$ cat config.mk
export PLATFORM = sky130hd
export DESIGN_NAME = shift_sequencer_flat
export DESIGN_NICKNAME = d
export VERILOG_FILES = /design/src/rtl/alu_shift_pkg.sv /design/src/rtl/shift_sequencer_if.sv /design/src/rtl/shift_step_1.sv /design/src/rtl/shift_sequencer.sv /design/src/flat_wrapper.sv
export SDC_FILE = /design/constraint.sdc
export NUM_CORES = 1
export LEC_CHECK = 0
export CAP_MARGIN = 15
export CORE_MARGIN = 1.5
export CORE_UTILIZATION = 35
export DETAILED_ROUTE_END_ITERATION = 7
export MAX_ROUTING_LAYER = met4
export PLACE_DENSITY = 0.75
export SLEW_MARGIN = 20
export SYNTH_ARGS = -nofsm -noshare
export SYNTH_HDL_FRONTEND = slang
export SYNTH_HIERARCHICAL = 1
export SYNTH_SLANG_ARGS = --single-unit
$ cat constraint.sdc
create_clock -name clock -period 3.2 [get_ports clock]
set_clock_uncertainty 0.05 [all_clocks]
set_input_delay 0.32 -clock clock [delete_from_list [all_inputs] [get_ports clock]]
set_output_delay 0.32 -clock clock [all_outputs]
set_load 0.05 [all_outputs]
$ cat src/rtl/alu_shift_pkg.sv
// Shared definitions for the iterative ALU shift path:
// op encodings, FSM states and default widths.
package alu_shift_pkg;

  localparam int DEF_WIDTH   = 32;
  localparam int DEF_SHAMT_W = 5;

  localparam logic [1:0] SHOP_SLL = 2'b00;
  localparam logic [1:0] SHOP_SRL = 2'b01;
  localparam logic [1:0] SHOP_SRA = 2'b10;

  typedef enum logic [1:0] {
    ST_IDLE  = 2'd0,
    ST_SHIFT = 2'd1,
    ST_DONE  = 2'd2
  } state_t;

endpackage

$ cat src/rtl/shift_sequencer_if.sv
// Request/result handshake bundle of the shift sequencer.
// master = ALU issue side, slave = shift unit.
interface shift_sequencer_if
  import alu_shift_pkg::*;
#(
  parameter int WIDTH   = DEF_WIDTH,
  parameter int SHAMT_W = DEF_SHAMT_W
);
  logic               in_valid;
  logic               in_ready;
  logic [WIDTH-1:0]   in_data;
  logic [SHAMT_W-1:0] in_shamt;
  logic [1:0]         in_op;
  logic               out_valid;
  logic               out_ready;
  logic [WIDTH-1:0]   out_data;

  modport master (
    output in_valid, in_data, in_shamt,
    output in_op, out_ready,
    input  in_ready, out_valid, out_data
  );

  modport slave (
    input  in_valid, in_data, in_shamt,
    input  in_op, out_ready,
    output in_ready, out_valid, out_data
  );
endinterface

$ cat src/rtl/shift_step_1.sv
// One-bit shift step: d -> q by SLL/SRL/SRA.
// Ports: d (operand), op (2-bit op), q (result).
module shift_step_1
  import alu_shift_pkg::*;
#(
  parameter int WIDTH = DEF_WIDTH
) (
  input  logic [WIDTH-1:0] d,
  input  logic [1:0]       op,
  output logic [WIDTH-1:0] q
);

  always_comb begin
    q = {d[WIDTH-2:0], 1'b0};
    // reserved op 11 falls to the SLL default
    unique case (1'b1)
      (op == SHOP_SLL): q = {d[WIDTH-2:0], 1'b0};
      (op == SHOP_SRL): q = {1'b0, d[WIDTH-1:1]};
      (op == SHOP_SRA): q = {d[WIDTH-1], d[WIDTH-1:1]};
      default:          q = {d[WIDTH-2:0], 1'b0};
    endcase
  end

endmodule

$ cat src/rtl/shift_sequencer.sv
// Multicycle shifter: one bit per cycle, valid/ready in and out.
// Ports: clock, reset (sync, low), bus (slave), busy.
module shift_sequencer
  import alu_shift_pkg::*;
#(
  parameter int WIDTH   = DEF_WIDTH,
  parameter int SHAMT_W = DEF_SHAMT_W
) (
  input  logic               clock,
  input  logic               reset,
  shift_sequencer_if.slave   bus,
  output logic               busy
);

  state_t             state;
  state_t             state_n;
  logic [WIDTH-1:0]   data_r;
  logic [SHAMT_W-1:0] count_r;
  logic [1:0]         op_r;
  logic [WIDTH-1:0]   step_q;
  logic               accept;

  shift_step_1 #(
    .WIDTH (WIDTH)
  ) u_step (
    .d  (data_r),
    .op (op_r),
    .q  (step_q)
  );

  always_comb begin
    state_n       = state;
    accept        = 1'b0;
    bus.in_ready  = 1'b0;
    bus.out_valid = 1'b0;
    bus.out_data  = '0;
    unique case (1'b1)
      (state == ST_IDLE): begin
        bus.in_ready = 1'b1;
        if (bus.in_valid) begin
          accept  = 1'b1;
          // zero shift skips straight to the result
          state_n = (bus.in_shamt == '0) ? ST_DONE : ST_SHIFT;
        end
      end
      (state == ST_SHIFT): begin
        if (count_r == SHAMT_W'(1))
          state_n = ST_DONE;
      end
      (state == ST_DONE): begin
        bus.out_valid = 1'b1;
        bus.out_data  = data_r;
        if (bus.out_ready)
          state_n = ST_IDLE;
      end
      default: state_n = ST_IDLE;
    endcase
  end

  always_ff @(posedge clock) begin
    if (!reset) begin
      state   <= ST_IDLE;
      data_r  <= '0;
      count_r <= '0;
      op_r    <= '0;
    end else begin
      state <= state_n;
      if (accept) begin
        data_r  <= bus.in_data;
        count_r <= bus.in_shamt;
        op_r    <= bus.in_op;
      end else if (state == ST_SHIFT) begin
        data_r  <= step_q;
        count_r <= count_r - SHAMT_W'(1);
      end
    end
  end

  assign busy = (state != ST_IDLE);

endmodule

$ cat src/flat_wrapper.sv
// flat-port wrapper written by rule: the top's interface ports become plain ports
module shift_sequencer_flat import alu_shift_pkg::*;
#(
  parameter int WIDTH   = DEF_WIDTH,
  parameter int SHAMT_W = DEF_SHAMT_W
)
  (clock, reset, busy, bus_in_valid, bus_in_data, bus_in_shamt, bus_in_op, bus_out_ready, bus_in_ready, bus_out_valid, bus_out_data);
  shift_sequencer_if #(.WIDTH(WIDTH), .SHAMT_W(SHAMT_W)) bus_i ();
  input  logic clock;
  input  logic reset;
  output logic busy;
  input wire logic [$bits(bus_i.in_valid)-1:0] bus_in_valid;
  input wire logic [$bits(bus_i.in_data)-1:0] bus_in_data;
  input wire logic [$bits(bus_i.in_shamt)-1:0] bus_in_shamt;
  input wire logic [$bits(bus_i.in_op)-1:0] bus_in_op;
  input wire logic [$bits(bus_i.out_ready)-1:0] bus_out_ready;
  output wire logic [$bits(bus_i.in_ready)-1:0] bus_in_ready;
  output wire logic [$bits(bus_i.out_valid)-1:0] bus_out_valid;
  output wire logic [$bits(bus_i.out_data)-1:0] bus_out_data;
  assign bus_i.in_valid = bus_in_valid;
  assign bus_i.in_data = bus_in_data;
  assign bus_i.in_shamt = bus_in_shamt;
  assign bus_i.in_op = bus_in_op;
  assign bus_i.out_ready = bus_out_ready;
  assign bus_in_ready = bus_i.in_ready;
  assign bus_out_valid = bus_i.out_valid;
  assign bus_out_data = bus_i.out_data;
  shift_sequencer #(.WIDTH(WIDTH), .SHAMT_W(SHAMT_W)) u_core (.clock(clock), .reset(reset), .bus(bus_i), .busy(busy));
endmodule
==> results_dict.tcl, run 1 <==
set metrics [dict create \
    ys.flop_type "dfxtp_1" \
    ys_warn_count 6 \
    place_inst 534 \
    regToRegSetupSlack_ns 1.24 \
    io_pins 78 \
    synth_area_sq_mm 0.002580 \
    setup_violations 0 \
    yosysTopAreaCellShare 0.3181 \
    power_density_mw_per_mm2 788.9 \
    startpoint_type "flip-flop" \
    crit_chain "nor2b_2 > buf_4 > and2_1 > clkdlybuf4s50_1" \
    ys_seq_elements 41 \
    cp.required_ns 2.83 \
    status "finished clean" \
    r2r_cells 4 \
    layout-drive-gt1-share 0.05192 \
    routed_wl_mm 7.048 \
    path_clk_slew_ns 0.08 \
    antennaDiodeCount 0 \
    viasPerCell 5.251 \
    start_util 0.3595 \
    crit_path_max_fanout 17 \
    grt_pass1_wl_mm 11.57 \
    drtIter0Drc 219 \
    clockBufferDepth 2 \
    area_growth_pct 35.45 \
    netlist.top_cell.by_area "dfxtp_1" \
    hpwl_mm 4.768 \
    cp_data_arrival_time_ns 2.11 \
    worst_slew_pin_slew_ns 0.9414 \
    syn_nets 432 \
    rsz0062_at_grt "false" \
    fin_tns_setup_ns 0 \
    synth_cells 385 \
    synth_area_per_cell_sq_um 6.701 \
    reg2reg_from "u_core/state[0]" \
    holdPathStages 2 \
    postCtsSetupBuffers 0 \
    nets 489 \
    coreArea_sq_mm 0.007176 \
    reg2reg_to "u_core/count_r[4]" \
    insertion_delay_ns 0.29 \
    yosys-top-cells-area "dfxtp_1, nand2_1, o21ai_0" \
    drv_cap 0 \
    cts_tree "built" \
    root_buffer "clkbuf_8" \
    post-route-drc-count 0 \
    synthArstFlopShare 0 \
    gp_congestion 0.7825 \
    power_leakage_uw 0.001217 \
    num_rows 31 \
    grt_max_degree 66 \
    path_class "reg -> out" \
    vias 2846 \
    yosys.area_share.xor_xnor 0 \
    min_to "u_core/op_r[0]" \
    critPathMaxStageDelay_ns 0.80 \
    cpMaxStageDelayCell "clkdlybuf4s50_1" \
    fin_cells 542 \
    grt_pass1_vias 2552 \
    end_kind "output port" \
    crit_buf_inv 2 \
    die_area_sq_mm 0.007895 \
    grt_usage 0.1906 \
    fmaxAchievable_mhz 403.4 \
    synth_fa_ha_area_frac 0.01940 \
    final_hold_viol_count 0 \
    die_width_um 88.86 \
    hold_path.class "reg -> reg" \
    antenna_found_initial 0 \
    ctsResizeCount 0 \
    relSlewSlack 0.3724 \
    synth_top_family_by_area "compound AO/OA/AOI/OAI gates" \
    period_needed_ns 2.479 \
    synth-edff-count 0 \
    clock_sinks 41 \
    htree_levels 2 \
    numPortBuffers 77 \
    post-route-period-util 0.7746 \
    dr.pass1.iters 5 \
    die_h_um 88.86 \
    synthSimpleGateAreaFrac 0.2764 \
    fillCellCount 721 \
    wl_per_cell_um 13.00 \
    vdd_ir_drop_max_mv 0.3977 \
    ctsHoldBuffers 0 \
    hp-start "u_core/op_r[0]" \
    ant_nets 0 \
    synthMuxAreaShare 0.003880 \
    cts_inserted_buffers 5 \
    drv_slew 0 \
    path_delay_family "buffers and inverters" \
    ys_types 33 \
    synth-seq-area-share 0.3181 \
    synth-compound-area-share 0.2987 \
    overflow 0 \
]
## per-layer routing
| metal | vias up | wire [um] | track usage |
|---|---|---|---|
| met2 | 116 | 3288 | 0.3120 |
| li1 | 1429 | - | - |
| met4 | 0 | 93 | 0.05682 |
| met3 | 9 | 483 | 0.02892 |
| met5 | - | 0 | - |
| met1 | 1292 | 3182 | 0.2424 |
## worst max path at each step
| stage | cells past startpoint | startpoint | endpoint |
|---|---|---|---|
| floorplan | 3 | u_core/state[1] | bus_out_data[23] |
| CTS | 4 | u_core/state[1] | bus_out_data[6] |
| finish | 4 | u_core/state[1] | bus_out_data[6] |
| detailed placement | 5 | bus_in_valid | u_core/count_r[3] |
| global placement | 5 | bus_in_valid | u_core/count_r[3] |
| global route | 4 | u_core/state[1] | bus_out_data[7] |
## worst min-delay path: cells and delay by family (launching register included)
family          cells  cell delay (ns)
flops               1             0.33
simple gates        1             0.06
compound gates      1             0.05
## kinds of logic after synthesis
group / after synthesis
and+or+nand+nor: 155
buffers and inverters: 44
adders and majority gates: 4
muxes: 1
DFF: 41
AOI/OAI and AO/OA: 140
## synthesized netlist by cell type (all sizes together), types with 2 or more instances
library cell / instances
a31oi: 33
ha: 4
a21oi: 6
nand3b: 2
nor2: 5
nand2b: 2
inv: 7
nand3: 3
nor3b: 2
buf: 22
clkbuf: 15
and2: 32
a2bb2oi: 3
nand2: 102
dfxtp: 41
o21ai: 93
## stage by stage
step	setup slack, ns	hold WS, ns	power [uW]	util	area, sq um
6_report	0.7213	0.4333	2757	0.4870	3495
3_5_place_dp	0.9669	0.4250	2312	0.4701	3373
4_1_cts	0.7324	0.4360	2752	0.4863	3490
5_1_grt	0.6426	0.4598	2984	0.4870	3495
3_3_place_gp	1.009	0.4132	2268	0.4701	3373
2_1_floorplan	1.067	0.4030	1945	-	2580
## power by group
| part | leakage, uW | total, uW | internal, uW | switching, uW |
|---|---|---|---|---|
| Combinational | 0.000819 | 1360 | 526 | 837 |
| Sequential | 0.000339 | 954 | 730 | 224 |
| Clock | 0.0000585 | 440 | 255 | 185 |
| Total | 0.00122 | 2760 | 1510 | 1250 |
## state kept, by name (all words and copies together) (netlist names)
register and count:
u_core/data_r 32, u_core/state 2, u_core/op_r 2, u_core/count_r 5
## layout by cell type (no fill, tap or decap), types with 2 or more instances in the layout
cell type        count
nand2_1            102
clkdlybuf4s50_1     77
o21ai_0             63
dfxtp_1             41
a31oi_1             33
and2_1              32
o21ai_1             30
buf_4               10
inv_1                7
clkbuf_8             6
a21oi_1              6
nor2_1               5
nand3_1              3
a2bb2oi_1            3
ha_1                 3
nor3b_2              2
nand3b_1             2
## layout make-up
type	instances	area (sq um)	share of cell area
inverters	7	26.28	0.007519
clock buffers	7	86.33	0.02470
well taps	99	123.9	0.03545
multi-input cells	300	1562	0.4468
clock inverters	1	30.03	0.008593
repair buffers	87	845.8	0.2420
flip-flops and latches	41	820.8	0.2349
No activity file was read; power rests on OpenSTA's default activity.
==> run 2, diff against run 1 <==
Clock period 3.2 ns to 2.6 ns, I/O delays scaled along.
==> run 2 against run 1 <==
Effect of this change: critical path depth shrank 1; highest routed layer unchanged; worst setup slack got worse by 0.47 ns; non-clock buffer count is the same; utilization fell by 0.80 points.
==> results_dict.tcl, run 2 (same netlist as run 1, synthesis figures left out) <==
set metrics [dict create \
    status "finished clean" \
    power_leakage_uw 0.001263 \
    final_hold_viol_count 0 \
    hold_path.class "reg -> reg" \
    hpwl_mm 4.907 \
    post-route-drc-count 0 \
    overflow 0 \
    antennaDiodeCount 0 \
    layout_common_cells "nand2_1, o21ai_0, clkdlybuf4s50_1, dfxtp_1, a31oi_1" \
    fin_cells 542 \
    drv_slew 0 \
    worst_slew_pin_slew_ns 0.7410 \
    numPortBuffers 77 \
    ant_nets 0 \
    cts_tree "built" \
    start_util 0.3595 \
    coreArea_sq_mm 0.007176 \
    end_kind "output port" \
    grt_max_degree 41 \
    die_h_um 88.86 \
    fin_tns_setup_ns 0 \
    grt_pass1_vias 2506 \
    vdd_ir_drop_max_mv 0.4174 \
    top_register "u_core/data_r" \
    crit_path_max_fanout 14 \
    path_clk_slew_ns 0.08 \
    relSlewSlack 0.5045 \
    root_buffer "clkbuf_8" \
    cts_inserted_buffers 5 \
    path_class "reg -> out" \
    layout-drive-gt1-share 0.1038 \
    io_pins 78 \
    period_needed_ns 2.352 \
    startpoint_type "flip-flop" \
    dr.pass1.iters 5 \
    viasPerCell 5.303 \
    area_growth_pct 33.22 \
    clock_sinks 41 \
    grt_pass1_wl_mm 11.26 \
    die_area_sq_mm 0.007895 \
    fmaxAchievable_mhz 425.2 \
    vias 2874 \
    antenna_found_initial 0 \
    cp_data_arrival_time_ns 2.04 \
    grt_usage 0.1863 \
    clockBufferDepth 2 \
    power_density_mw_per_mm2 965.5 \
    drtIter0Drc 246 \
    place_inst 534 \
    cp.required_ns 2.29 \
    rsz0062_at_grt "false" \
    wl_per_cell_um 13.29 \
    final_common_cell "nand2_1" \
    insertion_delay_ns 0.29 \
    die_width_um 88.86 \
    num_rows 31 \
    post-route-period-util 0.9045 \
    fillCellCount 715 \
    largest_reg_flops 32 \
    reg_top3 "u_core/data_r: 32 flops, u_core/count_r: 5 flops" \
    drv_cap 0 \
    routed_wl_mm 7.204 \
    nets 489 \
    gp_congestion 0.8460 \
    setup_violations 0 \
    htree_levels 2 \
]
-- run 2: layer usage --
layer	vias to the layer above	part of all wire	wire length, um	track usage
met1	1299	0.43	3084	0.2364
li1	1427	-	-	-
met4	0	0.020	144	0.07386
met3	13	0.079	571	0.03358
met5	-	0	0	-
met2	135	0.47	3402	0.2927
-- run 2: final timing paths --
check / endpoint / depth (start not counted) / start / slack [ns]
setup reg to reg: u_core/data_r[29] / 4 / u_core/state[1] / 0.68
hold reg to reg: u_core/op_r[0] / 2 / u_core/op_r[0] / 0.43
setup / recovery: bus_out_data[30] / 3 / u_core/state[1] / 0.25
hold / removal: u_core/op_r[0] / 2 / u_core/op_r[0] / 0.43
-- run 2: what timing repair did --
| item | CTS | global route |
|---|---|---|
| resized for setup | 0 | 1 |
| setup endpoints to repair | 0 | 1 |
| setup buffers | 0 | 0 |
| hold buffers | 0 | 0 |
-- run 2: worst max-delay path: stages, from the launching register on --
cell	delay (ns)
dfxtp_1	0.44
nor2b_4	0.34
and2_1	0.18
clkdlybuf4s50_1	0.79
-- run 2: power breakdown --
part           switching [uW]  total, uW  internal, uW
combinational            1040       1680           643
clock                     226        467           240
sequential                272       1170           899
total                    1540       3320          1780
-- run 2: layout make-up --
type,count,area (sq um),share of cell area
Clock inverter,1,5.005,0.001456
Inverter,7,26.28,0.007645
Multi-Input combinational cell,300,1562,0.4543
Clock buffer,7,96.34,0.02803
Timing Repair Buffer,87,803.3,0.2337
Sequential cell,41,820.8,0.2388
Tap cell,99,123.9,0.03604
-- run 2: through the flow --
| stage | total power [uW] | util | cell area [sq um] | setup slack (ns) | hold slack [ns] |
|---|---|---|---|---|---|
| 3_3_place_gp | 2795 | 0.4642 | 3331 | 0.5008 | 0.4142 |
| 6_report | 3318 | 0.4790 | 3437 | 0.2482 | 0.4334 |
| 5_1_grt | 3584 | 0.4790 | 3437 | 0.1616 | 0.4573 |
| 2_1_floorplan | 2393 | - | 2580 | 0.5269 | 0.3460 |
| 4_1_cts | 3314 | 0.4783 | 3432 | 0.1009 | 0.4318 |
| 3_5_place_dp | 2849 | 0.4642 | 3331 | 0.4298 | 0.4206 |
